$ cat config.mk
export PLATFORM = sky130hd
export DESIGN_NAME = uart_console_master
export DESIGN_NICKNAME = d
export VERILOG_FILES = /design/src/rtl/uart_console_master.sv
export SDC_FILE = /design/constraint.sdc
export NUM_CORES = 1
export LEC_CHECK = 0
export CORE_MARGIN = 3
export CORE_UTILIZATION = 53
export DETAILED_ROUTE_END_ITERATION = 8
export GPL_TIMING_DRIVEN = 0
export PLACE_DENSITY = 0.85
export SYNTH_ARGS = -nofsm -noshare
export SYNTH_HDL_FRONTEND = slang
export SYNTH_SLANG_ARGS = --single-unit
$ cat constraint.sdc
create_clock -name CLK_I -period 3.7 [get_ports CLK_I]
set_input_delay 0.74 -clock CLK_I [delete_from_list [all_inputs] [get_ports CLK_I]]
set_output_delay 0.74 -clock CLK_I [all_outputs]
set_load 0.02 [all_outputs]
$ cat src/rtl/uart_console_master.sv
// Wishbone master that configures a UART and then streams buffered bytes into
// its txdata register. Bytes arrive on a valid/ready port, are held in a small
// FIFO, and each is written only after a txdata poll shows the UART FIFO has room.
//
// Ports:
//   CLK_I, RST_I            clock, synchronous active-high reset
//   CYC_O STB_O WE_O ADR_O  Wishbone master request (registered)
//   DAT_O DAT_I ACK_I       Wishbone data out / read data / acknowledge
//   in_valid in_data        byte stream input
//   in_ready                byte stream ready (FIFO not full, low in reset)
//   init_done               UART div and txctrl written
//   busy                    FIFO holds bytes or a bus cycle is open
//   err                     sticky: some bus cycle timed out waiting for ACK_I
module uart_console_master #(
   parameter int unsigned FIFO_DEPTH  = 4,
   parameter int unsigned DIV_VALUE   = 86,
   parameter int unsigned NSTOP       = 0,
   parameter int unsigned RETRY_GAP   = 16,
   parameter int unsigned ACK_TIMEOUT = 255
) (
   input  logic        CLK_I,
   input  logic        RST_I,
   output logic        CYC_O,
   output logic        STB_O,
   output logic        WE_O,
   output logic [2:0]  ADR_O,
   output logic [31:0] DAT_O,
   input  logic [31:0] DAT_I,
   input  logic        ACK_I,
   input  logic        in_valid,
   input  logic [7:0]  in_data,
   output logic        in_ready,
   output logic        init_done,
   output logic        busy,
   output logic        err
);

   localparam int unsigned AW   = (FIFO_DEPTH > 1) ? $clog2(FIFO_DEPTH) : 1;
   localparam int unsigned CNTW = AW + 1;
   localparam int unsigned CW   = 16;

   localparam logic [2:0]    ADR_TXDATA = 3'd0;
   localparam logic [2:0]    ADR_TXCTRL = 3'd2;
   localparam logic [2:0]    ADR_DIV    = 3'd6;
   localparam logic [CW-1:0] ACK_LAST   = CW'(ACK_TIMEOUT - 1);
   localparam logic [CW-1:0] GAP_LAST   = CW'(RETRY_GAP - 1);
   localparam logic [31:0]   DIV_WORD   = {16'h0, 16'(DIV_VALUE)};
   localparam logic [31:0]   CTRL_WORD  = {30'h0, 1'(NSTOP), 1'b1};

   typedef enum logic [2:0] {
      S_BOOT, S_INIT_DIV, S_INIT_CTRL, S_IDLE, S_POLL, S_GAP, S_PUSH
   } state_e;

   state_e          state_q;
   logic [7:0]      mem_q [FIFO_DEPTH];
   logic [AW-1:0]   wr_ptr_q, rd_ptr_q;
   logic [CNTW-1:0] count_q;
   logic [CW-1:0]   cnt_q;
   logic            cyc_q, stb_q, we_q;
   logic [2:0]      adr_q;
   logic [31:0]     dat_q;
   logic            init_done_q, err_q;

   logic            fifo_full_c, push_c, pop_c, timeout_c, bus_done_c;
   logic            uart_full_c, remain_c;
   logic [7:0]      head_c;
   logic            unused_dat_c;

   // FIFO handshake and bus completion; a timeout completes the cycle like an ACK
   always_comb begin
      fifo_full_c = (count_q == CNTW'(FIFO_DEPTH));
      push_c      = in_valid && !fifo_full_c && !RST_I;
      timeout_c   = cyc_q && !ACK_I && (cnt_q == ACK_LAST);
      bus_done_c  = cyc_q && (ACK_I || timeout_c);
      pop_c       = (state_q == S_PUSH) && bus_done_c;
      uart_full_c = ACK_I && DAT_I[31];
      remain_c    = (count_q > CNTW'(1)) || push_c;
      head_c      = mem_q[rd_ptr_q];
   end

   assign unused_dat_c = ^DAT_I[30:0];

   assign in_ready  = !fifo_full_c && !RST_I;
   assign CYC_O     = cyc_q;
   assign STB_O     = stb_q;
   assign WE_O      = we_q;
   assign ADR_O     = adr_q;
   assign DAT_O     = dat_q;
   assign init_done = init_done_q;
   assign err       = err_q;
   assign busy      = (count_q != '0) || cyc_q;

   // Control FSM, FIFO storage and registered bus outputs
   always_ff @(posedge CLK_I) begin
      if (RST_I) begin
         state_q     <= S_BOOT;
         wr_ptr_q    <= '0;
         rd_ptr_q    <= '0;
         count_q     <= '0;
         cnt_q       <= '0;
         cyc_q       <= 1'b0;
         stb_q       <= 1'b0;
         we_q        <= 1'b0;
         adr_q       <= '0;
         dat_q       <= '0;
         init_done_q <= 1'b0;
         err_q       <= 1'b0;
      end else begin
         if (push_c) begin
            mem_q[wr_ptr_q] <= in_data;
            wr_ptr_q        <= wr_ptr_q + AW'(1);
         end
         if (pop_c) begin
            rd_ptr_q <= rd_ptr_q + AW'(1);
         end
         count_q <= count_q + CNTW'(push_c) - CNTW'(pop_c);
         if (timeout_c) begin
            err_q <= 1'b1;
         end
         // wait-cycle counter while a cycle is open
         if (cyc_q) begin
            cnt_q <= bus_done_c ? '0 : cnt_q + CW'(1);
         end

         // Bus states raise CYC_O on entry when coming from a non-bus state;
         // after a bus-to-bus hop CYC_O stays low for one cycle before relaunch.
         case (state_q)
            S_BOOT: begin
               state_q <= S_INIT_DIV;
               cyc_q   <= 1'b1;
               stb_q   <= 1'b1;
               we_q    <= 1'b1;
               adr_q   <= ADR_DIV;
               dat_q   <= DIV_WORD;
            end
            S_INIT_DIV: begin
               if (!cyc_q) begin
                  cyc_q <= 1'b1;
                  stb_q <= 1'b1;
                  we_q  <= 1'b1;
                  adr_q <= ADR_DIV;
                  dat_q <= DIV_WORD;
               end else if (bus_done_c) begin
                  cyc_q   <= 1'b0;
                  stb_q   <= 1'b0;
                  state_q <= S_INIT_CTRL;
               end
            end
            S_INIT_CTRL: begin
               if (!cyc_q) begin
                  cyc_q <= 1'b1;
                  stb_q <= 1'b1;
                  we_q  <= 1'b1;
                  adr_q <= ADR_TXCTRL;
                  dat_q <= CTRL_WORD;
               end else if (bus_done_c) begin
                  cyc_q       <= 1'b0;
                  stb_q       <= 1'b0;
                  init_done_q <= 1'b1;
                  state_q     <= S_IDLE;
               end
            end
            S_IDLE: begin
               if (count_q != '0) begin
                  state_q <= S_POLL;
                  cyc_q   <= 1'b1;
                  stb_q   <= 1'b1;
                  we_q    <= 1'b0;
                  adr_q   <= ADR_TXDATA;
                  dat_q   <= '0;
               end
            end
            S_POLL: begin
               if (!cyc_q) begin
                  cyc_q <= 1'b1;
                  stb_q <= 1'b1;
                  we_q  <= 1'b0;
                  adr_q <= ADR_TXDATA;
                  dat_q <= '0;
               end else if (bus_done_c) begin
                  cyc_q   <= 1'b0;
                  stb_q   <= 1'b0;
                  state_q <= uart_full_c ? S_GAP : S_PUSH;
               end
            end
            S_GAP: begin
               // relaunch on the last idle cycle so CYC_O is low exactly RETRY_GAP cycles
               if (cnt_q == GAP_LAST) begin
                  cnt_q   <= '0;
                  state_q <= S_POLL;
                  cyc_q   <= 1'b1;
                  stb_q   <= 1'b1;
                  we_q    <= 1'b0;
                  adr_q   <= ADR_TXDATA;
                  dat_q   <= '0;
               end else begin
                  cnt_q <= cnt_q + CW'(1);
               end
            end
            S_PUSH: begin
               if (!cyc_q) begin
                  cyc_q <= 1'b1;
                  stb_q <= 1'b1;
                  we_q  <= 1'b1;
                  adr_q <= ADR_TXDATA;
                  dat_q <= {24'h0, head_c};
               end else if (bus_done_c) begin
                  cyc_q   <= 1'b0;
                  stb_q   <= 1'b0;
                  state_q <= remain_c ? S_POLL : S_IDLE;
               end
            end
            default: state_q <= S_BOOT;
         endcase
      end
   end

endmodule

==> reports/qor.yml <==
placement:
  place.gp.congestion: 0.8692
  hpwl_mm: 4.906
  io_buffer_count: 29
  dp_slack_ns: 0.4977
  dpl.cell_count: 455
yosys:
  synth.distinct_cells: 58
  synth_seq_area_share_pct: 50.84
  syn_area_mm2: 0.003583
  syn_inst: 325
  synth_flop_cell: "dfxtp_1"
  synth_edf_count: 32
  ys_ff_latch: 75
  async_flop_share_pct: 0
  avgSynthCellArea_um2: 11.03
  yosys_warnings: 0
power:
  intPower_mw: 1.328
  combPwrFrac_pct: 18.4
  power_leakage_nw: 1.662
  irDropWorstVdd_uv: 275.7
  swShare_pct: 30.54
  net-switching-power_mw: 0.5837
  sequentialPowerShare_pct: 48.9
  clockPowerShare_pct: 32.7
  p_per_area_mw_per_mm2: 448.6
  power_mw: 1.911
layout:
  diodes: 0
  final_nets: 443
  final_cell_mix: "nor2_1, dfxtp_1, edfxtp_1"
  stdcell_count: 471
  area_growth_pct: 18.89
  final_layout_size_suffix_gt1_share_pct: 17.51
  final_common_cell: "nor2_1"
sta:
  finalCritPeriodShare_pct: 82.38
  tightest_slew_ns: 0.5815
  worst_clock_skew_ns: 0.01507
  clock.fmax_mhz: 328.1
  hold_viol: 0
  whs_ns: 0.4637
  fin_ws_ns: 0.6518
  slew_headroom_pct: 61.24
  fin_crit_ns: 3.048
  tns_ns: 0
  setup_viol: 0
  drv_slew: 0
  rsz0062_at_grt: "no"
die:
  dieArea_mm2: 0.007784
  die_h_um: 88.23
  ios: 86
  num_rows: 29
  die_x_um: 88.23
  core_area_mm2: 0.006459
  start_util_pct: 55.48
setup_path:
  path_cells: "clkdlybuf4s50_1 -> a21oi_1 -> clkdlybuf4s50_1"
  crit_slowest_cell: "clkdlybuf4s50_1"
  cp-end-kind: "output port"
  cp.required_ns: 2.96
  start_kind: "input port"
  crit_type: "input port to output port"
  max_stage_delay_ns: 0.69
  crit_arrival_ns: 2.31
  cp_top_family: "buffers and inverters"
  path_buf_inv: 2
  crit_top_cell: "clkdlybuf4s50_1"
  critPathMaxFanout: 7
clock_network:
  numCtsBuffers: 9
  hold_buffers: 0
  post_cts_resized: 0
  clockBufferDepth: 2
  clock_latency_ns: 0.35
  clk_pin_slew_ns: 0.09
  clkSinkCount: 75
  htreeDepth: 3
  cts_tree: "done"
  root_buffer: "clkbuf_8"
  cts_setup_buffers: 0
global_route:
  grt_max_degree: 18
  grt_pass1_vias: 2303
  antenna_found_initial: 0
  grt_pass1_wl_mm: 11.01
  grt_usage_pct: 18.78
  gr-total-overflow: 0
outcome:
  status: "completed"
detailed_routing:
  vias: 2529
  route.detailed.drc: 0
  totalWireLength_mm: 6.802
  viasPerCell: 5.369
  wl_per_cell_um: 14.44
  drt_first_iter_violations: 119
  antenna_left: 0
  drt_pass1_iterations: 4
worst_hold_path:
  worst_hold_path_type: "flip-flop to flip-flop"
job:
  cap_viol_max_count: 0
[worst min-delay path: stages, from the launching register on]
cell     delay (ns)
dfxtp_1        0.33
nand2_2        0.06
a21oi_2        0.04
[cells in the mapped netlist (all sizes together), types with 3 or more instances]
| master | number | area, µm² |
|---|---|---|
| nor2 | 48 | 180.2 |
| dfxtp | 43 | 860.8 |
| buf | 32 | 235.2 |
| edfxtp | 32 | 960.9 |
| o21ai | 15 | 78.82 |
| a21oi | 14 | 73.82 |
| inv | 12 | 45.04 |
| nand2 | 11 | 43.80 |
| ha | 9 | 112.6 |
| xnor2 | 9 | 78.83 |
| xor2 | 9 | 78.83 |
| and3 | 8 | 50.05 |
| mux4 | 8 | 180.2 |
| nand4 | 8 | 50.05 |
| nand3b | 7 | 56.30 |
| clkbuf | 6 | 23.77 |
| mux2i | 6 | 60.06 |
| nor3 | 5 | 41.29 |
| and4 | 4 | 37.54 |
| nand2b | 4 | 25.02 |
| nand3 | 3 | 15.01 |
| nor4 | 3 | 31.28 |
| o31ai | 3 | 27.52 |
[routing by layer]
metal | GRT usage [%] | wire [µm] | vias to the layer above
li1 | - | - | 1240
met4 | 7.280 | 137 | 0
met1 | 23.82 | 2922 | 1187
met2 | 30.80 | 3307 | 88
met3 | 5.028 | 436 | 14
met5 | 0 | 0 | -
[power by group through the flow]
stage | clock network, mW | logic (mW) | registers (mW)
after global placement | 0 | 0.340 | 0.951
final | 0.625 | 0.351 | 0.935
after CTS | 0.637 | 0.350 | 0.935
after global routing | 0.682 | 0.387 | 0.940
after detailed placement | 0 | 0.348 | 0.954
after floorplan | 0 | 0.224 | 0.968
[stage by stage]
stage	utilization (%)	instance area [µm²]
6_report	65.96	4260
5_1_grt	65.96	4260
2_1_floorplan	-	3674
3_5_place_dp	62.86	4060
3_3_place_gp	62.86	4060
4_1_cts	65.96	4260
[final cells by class]
class                   instances  area (µm²)
fillers                       498        2198
inverters                      12       45.04
clock buffers                   9       123.9
plain buffers                  38       259.0
flip-flops and latches         75        1822
repair buffers                 29       290.3
multi-input cells             224        1548
clock inverters                 7       76.32
well taps                      77       96.34
[cell families (layout without fill, tap and decap cells)]
logic type	count (synthesis)	in the layout	synth area share [%]
flip-flops	75	75	50.84
multiplexers	14	14	6.704
XOR/XNOR	18	18	4.400
buffers and inverters	50	95	8.484
AND/OR/NAND/NOR	111	111	16.83
AO/OA/AOI/OAI	46	46	8.939
other	1	25	0.1046
adder cells (fa/ha/maj)	10	10	3.701
[flip-flops by register name (all words and copies together), names as in the netlist, named ones only]
| name | flops |
|---|---|
| state_q | 3 |
| count_q | 3 |
| wr_ptr_q | 2 |
| DAT_O | 8 |
| mem_q | 32 |
| cnt_q | 16 |
| rd_ptr_q | 2 |
| ADR_O | 2 |
| STB_O | 1 |
| WE_O | 1 |
| err | 1 |
| init_done | 1 |
| CYC_O | 1 |
[final timing paths]
check            from         end  slack, ns  depth (start not counted)
max             RST_I    in_ready       0.65                          3
min          ADR_O[1]    ADR_O[1]       0.46                          2
max reg2reg  cnt_q[0]  count_q[2]       0.94                         12
min reg2reg  ADR_O[1]    ADR_O[1]       0.46                          2
(Power assumes the default switching activity.)
==> edit 1, RTL diff (same settings) <==
`ACK_TIMEOUT`: 255 -> 127.
--- a/src/rtl/uart_console_master.sv
+++ b/src/rtl/uart_console_master.sv
@@ -17,5 +17,5 @@
    parameter int unsigned NSTOP       = 0,
    parameter int unsigned RETRY_GAP   = 16,
-   parameter int unsigned ACK_TIMEOUT = 255
+   parameter int unsigned ACK_TIMEOUT = 127
 ) (
    input  logic        CLK_I,
Behaviour: no difference found for any inputs over 10 cycles, from zero or initial values and one cycle with RST_I high; that may be too few to reach the edited logic, so the function may still have changed.
==> edit 1 against the original RTL <==
  * Design area decreased by 2.9%
  * Largest cell class unchanged
  * Largest power group unchanged
  * Final cell count is 1.9% lower
  * Routed wire length down 2.4%
  * Power up 14%
  * Combinational power grew 63%
  * Non-clock buffer count down 2
  * Global-route usage increased by 0.50 points
  * Setup slack gained 0.054 ns
  * Sequential cell count unchanged
  * Via count shrank 3.9%
  * Synthesized area fell by 3.4%
  * Count of clock-buffer cells in the layout unchanged
  * Register-to-register slack worse by 0.06 ns
==> edit 1: results <==
metrics = {
    "status": {
        "status": "finished, final reports clean",
    },
    "yosys": {
        "seq_area_frac_synth": 0.526,
        "dominantRegCellSynth": "sky130_fd_sc_hd__dfxtp_1",
        "yosysUniqueCellTypes": 55,
        "synth.mux.area_fraction": 0.0578,
        "postSynth.asyncResetShare": 0,
        "synth_compound_area_frac": 0.0791,
        "post_synth_most_frequent_cells": "sky130_fd_sc_hd__dfxtp_1 (43), sky130_fd_sc_hd__nor2_1 (41), sky130_fd_sc_hd__edfxtp_1 (32)",
        "netlist_instances": 318,
        "synth_enable_flop_cells": 32,
        "post_synth_xor_area_fraction": 0.0531,
        "post_synth_main_area_contributors": "sky130_fd_sc_hd__edfxtp_1 (28%), sky130_fd_sc_hd__dfxtp_1 (25%), sky130_fd_sc_hd__buf_4 (5.4%), sky130_fd_sc_hd__mux4_2 (5.2%), sky130_fd_sc_hd__nor2_1 (4.4%)",
        "post_synth_fa_ha_maj_area_fraction": 0.0383,
        "ys_warn_count": 0,
    },
    "clocking": {
        "clock_path_buffers": 2,
        "numCtsBuffers": 9,
        "postCtsSetupRepairBufs": 0,
        "clk_transition_reported_paths_ns": 0.09,
        "cts_root_buffer": "sky130_fd_sc_hd__clkbuf_8",
        "cts.repair.resized": 0,
        "clkLatencyLatePin_ns": 0.36,
        "clock_tree.htree_level_count": 3,
    },
    "cells_and_area": {
        "drive_gt1_frac": 0.150,
        "antenna_cells": 0,
        "largest_register": "mem_q",
        "number_of_flip_flops_in_the_largest_register": 32,
        "n_fill_cell": 445,
        "finish.net_count": 436,
    },
    "placement": {
        "dpl.hpwl_mm": 4.83,
        "numPlacedInstances": 446,
        "globalplace.congestion": 0.804,
        "io_buffer_count": 29,
    },
    "min_path": {
        "min_delay_worst_endpoint": "DAT_O[6]",
        "hold_start": "DAT_O[6]",
        "hold_path_cells": 2,
        "worst_min_delay_path_category": "reg -> reg",
    },
    "setup_path": {
        "cp_max_fo": 6,
        "crit_path_leading_delay_family": "adder cells",
        "timing.reg2reg.setup_slack_ns": 0.88,
        "critical-path-max-stage-delay_ns": 0.52,
        "worst_r2r_startpoint": "cnt_q[10]",
        "worst-endpoint-arrival_ns": 3.23,
        "critical_path.slowest_cell": "sky130_fd_sc_hd__a32oi_1",
        "worst_r2r_endpoint": "count_q[2]",
        "r2r.worst_path.cells": 11,
    },
    "global_routing": {
        "grt_first_pass_wirelength_mm": 11.2,
        "antenna_found_initial": 0,
        "global_route.usage.total": 0.193,
        "grt_max_degree": 18,
    },
    "detailed_routing": {
        "average_detailed_routed_wire_length_per_instance_um": 14.4,
        "drt_iter0_markers": 115,
        "routed_wl_mm": 6.64,
        "vias": 2431,
        "firstDrtPassIters": 4,
    },
    "sta": {
        "transition_at_the_pin_with_the_smallest_max_transition_slack_ns": 0.648,
        "clock_skew_ns": 0.0129,
        "final.setup.tns_ns": 0,
    },
    "power": {
        "p_leak_nw": 1.60,
        "ir_worst_vdd_uv": 380,
    },
}
## edit 1: cell types whose count changed after synthesis, sizes merged, moves of 5 or more
| cell | unedited run | this run |
|---|---|---|
| nand2 | 11 | 27 |
| o21ai | 15 | 5 |
| a21o | 0 | 5 |
| nor2 | 48 | 41 |
| buf | 32 | 27 |
| nand4 | 8 | 3 |
## edit 1: routing by layer
metal  share of wire  track usage
met1            0.43        0.240
met2            0.49        0.320
met3           0.064       0.0532
met4           0.016       0.0708
met5               0            0
## edit 1: worst register-to-register path, stage by stage (launching register included)
cell and delay, ns:
sky130_fd_sc_hd__dfxtp_1 0.37, sky130_fd_sc_hd__or4_4 0.52, sky130_fd_sc_hd__and2b_1 0.23, sky130_fd_sc_hd__a32oi_1 0.24, sky130_fd_sc_hd__nor2_1 0.26, sky130_fd_sc_hd__ha_1 0.27
sky130_fd_sc_hd__inv_1 0.05, sky130_fd_sc_hd__ha_1 0.13, sky130_fd_sc_hd__inv_1 0.05, sky130_fd_sc_hd__fa_1 0.37, sky130_fd_sc_hd__xnor2_1 0.17, sky130_fd_sc_hd__nor2_1 0.05
## edit 1: cell type report
type                    count  area share
plain buffers              36      0.0575
clock buffers               9      0.0300
clock inverters             7      0.0179
inverters                  12      0.0109
multi-input cells         219       0.350
flip-flops and latches     75       0.441
well taps                  75      0.0227
repair buffers             29      0.0702
## edit 1: worst max path at each step
stage,start,to
6_report,ACK_I,count_q[2]
5_1_grt,ACK_I,count_q[2]
4_1_cts,ACK_I,count_q[2]
3_5_place_dp,ACK_I,count_q[2]
3_3_place_gp,ACK_I,count_q[2]
2_1_floorplan,RST_I,count_q[2]
## edit 1: cells by family after synthesis
family | count (synthesis)
flip-flops | 75
XOR/XNOR | 21
AO/OA/AOI/OAI | 41
AND/OR/NAND/NOR | 112
multiplexers | 10
adder cells (fa/ha/maj) | 10
other | 1
buffers and inverters | 48
## edit 1: power by group
group          switching, W  total, W  internal, W
sequential        0.0000424  0.000977     0.000935
combinational      0.000316  0.000573     0.000256
clock              0.000359  0.000627     0.000268
## edit 1: per-stage QoR
step	area, µm²	worst slack [ns]	hold WS, ns
finish	4140	0.705	0.461
global route	4140	0.528	0.486
CTS	4140	0.710	0.463
detailed placement	3940	0.333	0.452
global placement	3940	0.343	0.442
floorplan	3550	1.00	0.473
==> edit 2, RTL diff (same settings) <==
Made on the original files. One comparison of `cnt_q` changes from == to >=.
--- a/src/rtl/uart_console_master.sv
+++ b/src/rtl/uart_console_master.sv
@@ -71,5 +71,5 @@
       fifo_full_c = (count_q == CNTW'(FIFO_DEPTH));
       push_c      = in_valid && !fifo_full_c && !RST_I;
-      timeout_c   = cyc_q && !ACK_I && (cnt_q == ACK_LAST);
+      timeout_c   = cyc_q && !ACK_I && (cnt_q >= ACK_LAST);
       bus_done_c  = cyc_q && (ACK_I || timeout_c);
       pop_c       = (state_q == S_PUSH) && bus_done_c;
Formal check against the unedited RTL: no difference found for any inputs over 10 cycles, from zero or initial values and one cycle with RST_I high; that may be too few to reach the edited logic, so the function may still have changed.
==> edit 2 against the original RTL <==
  * Setup slack better by 0.18 ns
  * Routed wire length is 8.1% higher
  * Synthesized area is 0.63% higher
  * Sequential power is 3.2% higher
  * Sequential share of layout area is 0.37 points lower
  * Clock skew is 0.0046 ns lower
  * Power is 18% higher
  * Design area is 0.88% higher
  * Sequential cell count stayed put
  * Critical endpoint is now count_q[1]
  * Largest cell class unchanged
==> edit 2: results <==
metrics = {
    "yosys": {
        "post_synth_fa_ha_maj_area_fraction": 0.0368,
        "post_synth_most_frequent_cells": "sky130_fd_sc_hd__dfxtp_1 (43), sky130_fd_sc_hd__nor2_1 (36), sky130_fd_sc_hd__edfxtp_1 (32)",
        "seq_area_frac_synth": 0.505,
        "synth_area_per_cell_um2": 10.4,
        "post_synth_main_area_contributors": "sky130_fd_sc_hd__edfxtp_1 (27%), sky130_fd_sc_hd__dfxtp_1 (24%), sky130_fd_sc_hd__buf_4 (5.2%), sky130_fd_sc_hd__nor2_1 (3.7%), sky130_fd_sc_hd__ha_1 (3.1%)",
    },
    "global_routing": {
        "grt_max_degree": 16,
        "grt.met1_usage": 0.243,
    },
    "power": {
        "pwr.group.clock_w": 0.000716,
        "relative_contribution_of_the_clock_network_to_total_power": 0.318,
        "p_leak_nw": 1.62,
    },
    "setup_path": {
        "crit_path_leading_delay_family": "adder cells",
        "cp_max_fo": 10,
        "timing.reg2reg.setup_slack_ns": 0.83,
        "critical_path.slowest_cell": "sky130_fd_sc_hd__a211oi_1",
        "critical-path-max-stage-delay_ns": 0.45,
        "r2r.worst_path.cells": 10,
        "worst_r2r_startpoint": "state_q[2]",
    },
    "detailed_routing": {
        "drt_iter0_markers": 165,
        "met1Wirelength_mm": 3.19,
        "met2_wirelength_mm": 3.56,
        "vias": 2688,
    },
    "cells_and_area": {
        "drive_gt1_frac": 0.135,
        "n_fill_cell": 495,
    },
    "placement": {
        "globalplace.congestion": 0.880,
        "dpl-instance-area_mm2": 0.00407,
    },
    "sta": {
        "whs_ns": 0.459,
        "clock_skew_ns": 0.0105,
    },
    "status": {
        "status": "finished, final reports clean",
    },
}
[edit 2: cell types whose count changed after synthesis, moves of 4 or more]
cell,change
sky130_fd_sc_hd__a211oi_1,+8
sky130_fd_sc_hd__a21oi_1,+4
sky130_fd_sc_hd__clkbuf_1,+8
sky130_fd_sc_hd__mux2i_1,+5
sky130_fd_sc_hd__mux4_2,-4
sky130_fd_sc_hd__nand2_1,+14
sky130_fd_sc_hd__nand3_1,+9
sky130_fd_sc_hd__nand4_1,-5
sky130_fd_sc_hd__nor2_1,-12
sky130_fd_sc_hd__nor3_1,+9
[edit 2: worst min-delay path, cell delays in order (launching register included)]
cell and delay (ns):
sky130_fd_sc_hd__dfxtp_1 0.32, sky130_fd_sc_hd__nand2_1 0.05, sky130_fd_sc_hd__a21oi_1 0.05
[edit 2: how the worst max path moves through the flow]
stage	startpoint	endpoint	slack, ns	cells after the start
2_1_floorplan	RST_I	count_q[2]	0.88	10
3_3_place_gp	ACK_I	count_q[1]	0.61	8
3_5_place_dp	ACK_I	count_q[1]	0.60	8
4_1_cts	state_q[2]	count_q[1]	0.86	10
5_1_grt	state_q[2]	count_q[1]	0.64	10
6_report	state_q[2]	count_q[1]	0.83	10
[edit 2: stage by stage]
step | worst slack (ns) | utilization
after floorplan | 0.878 | -
after global placement | 0.612 | 0.631
after detailed placement | 0.603 | 0.631
after CTS | 0.858 | 0.665
after global routing | 0.642 | 0.665
final | 0.830 | 0.665
[edit 2: cell type report]
class | count | area share
timing repair buffer | 28 | 0.0652
sequential | 75 | 0.424
multi-input combinational | 241 | 0.365
tap | 77 | 0.0224
buffer | 42 | 0.0606
clock inverter | 6 | 0.0227
inverter | 12 | 0.0105
clock buffer | 10 | 0.0297
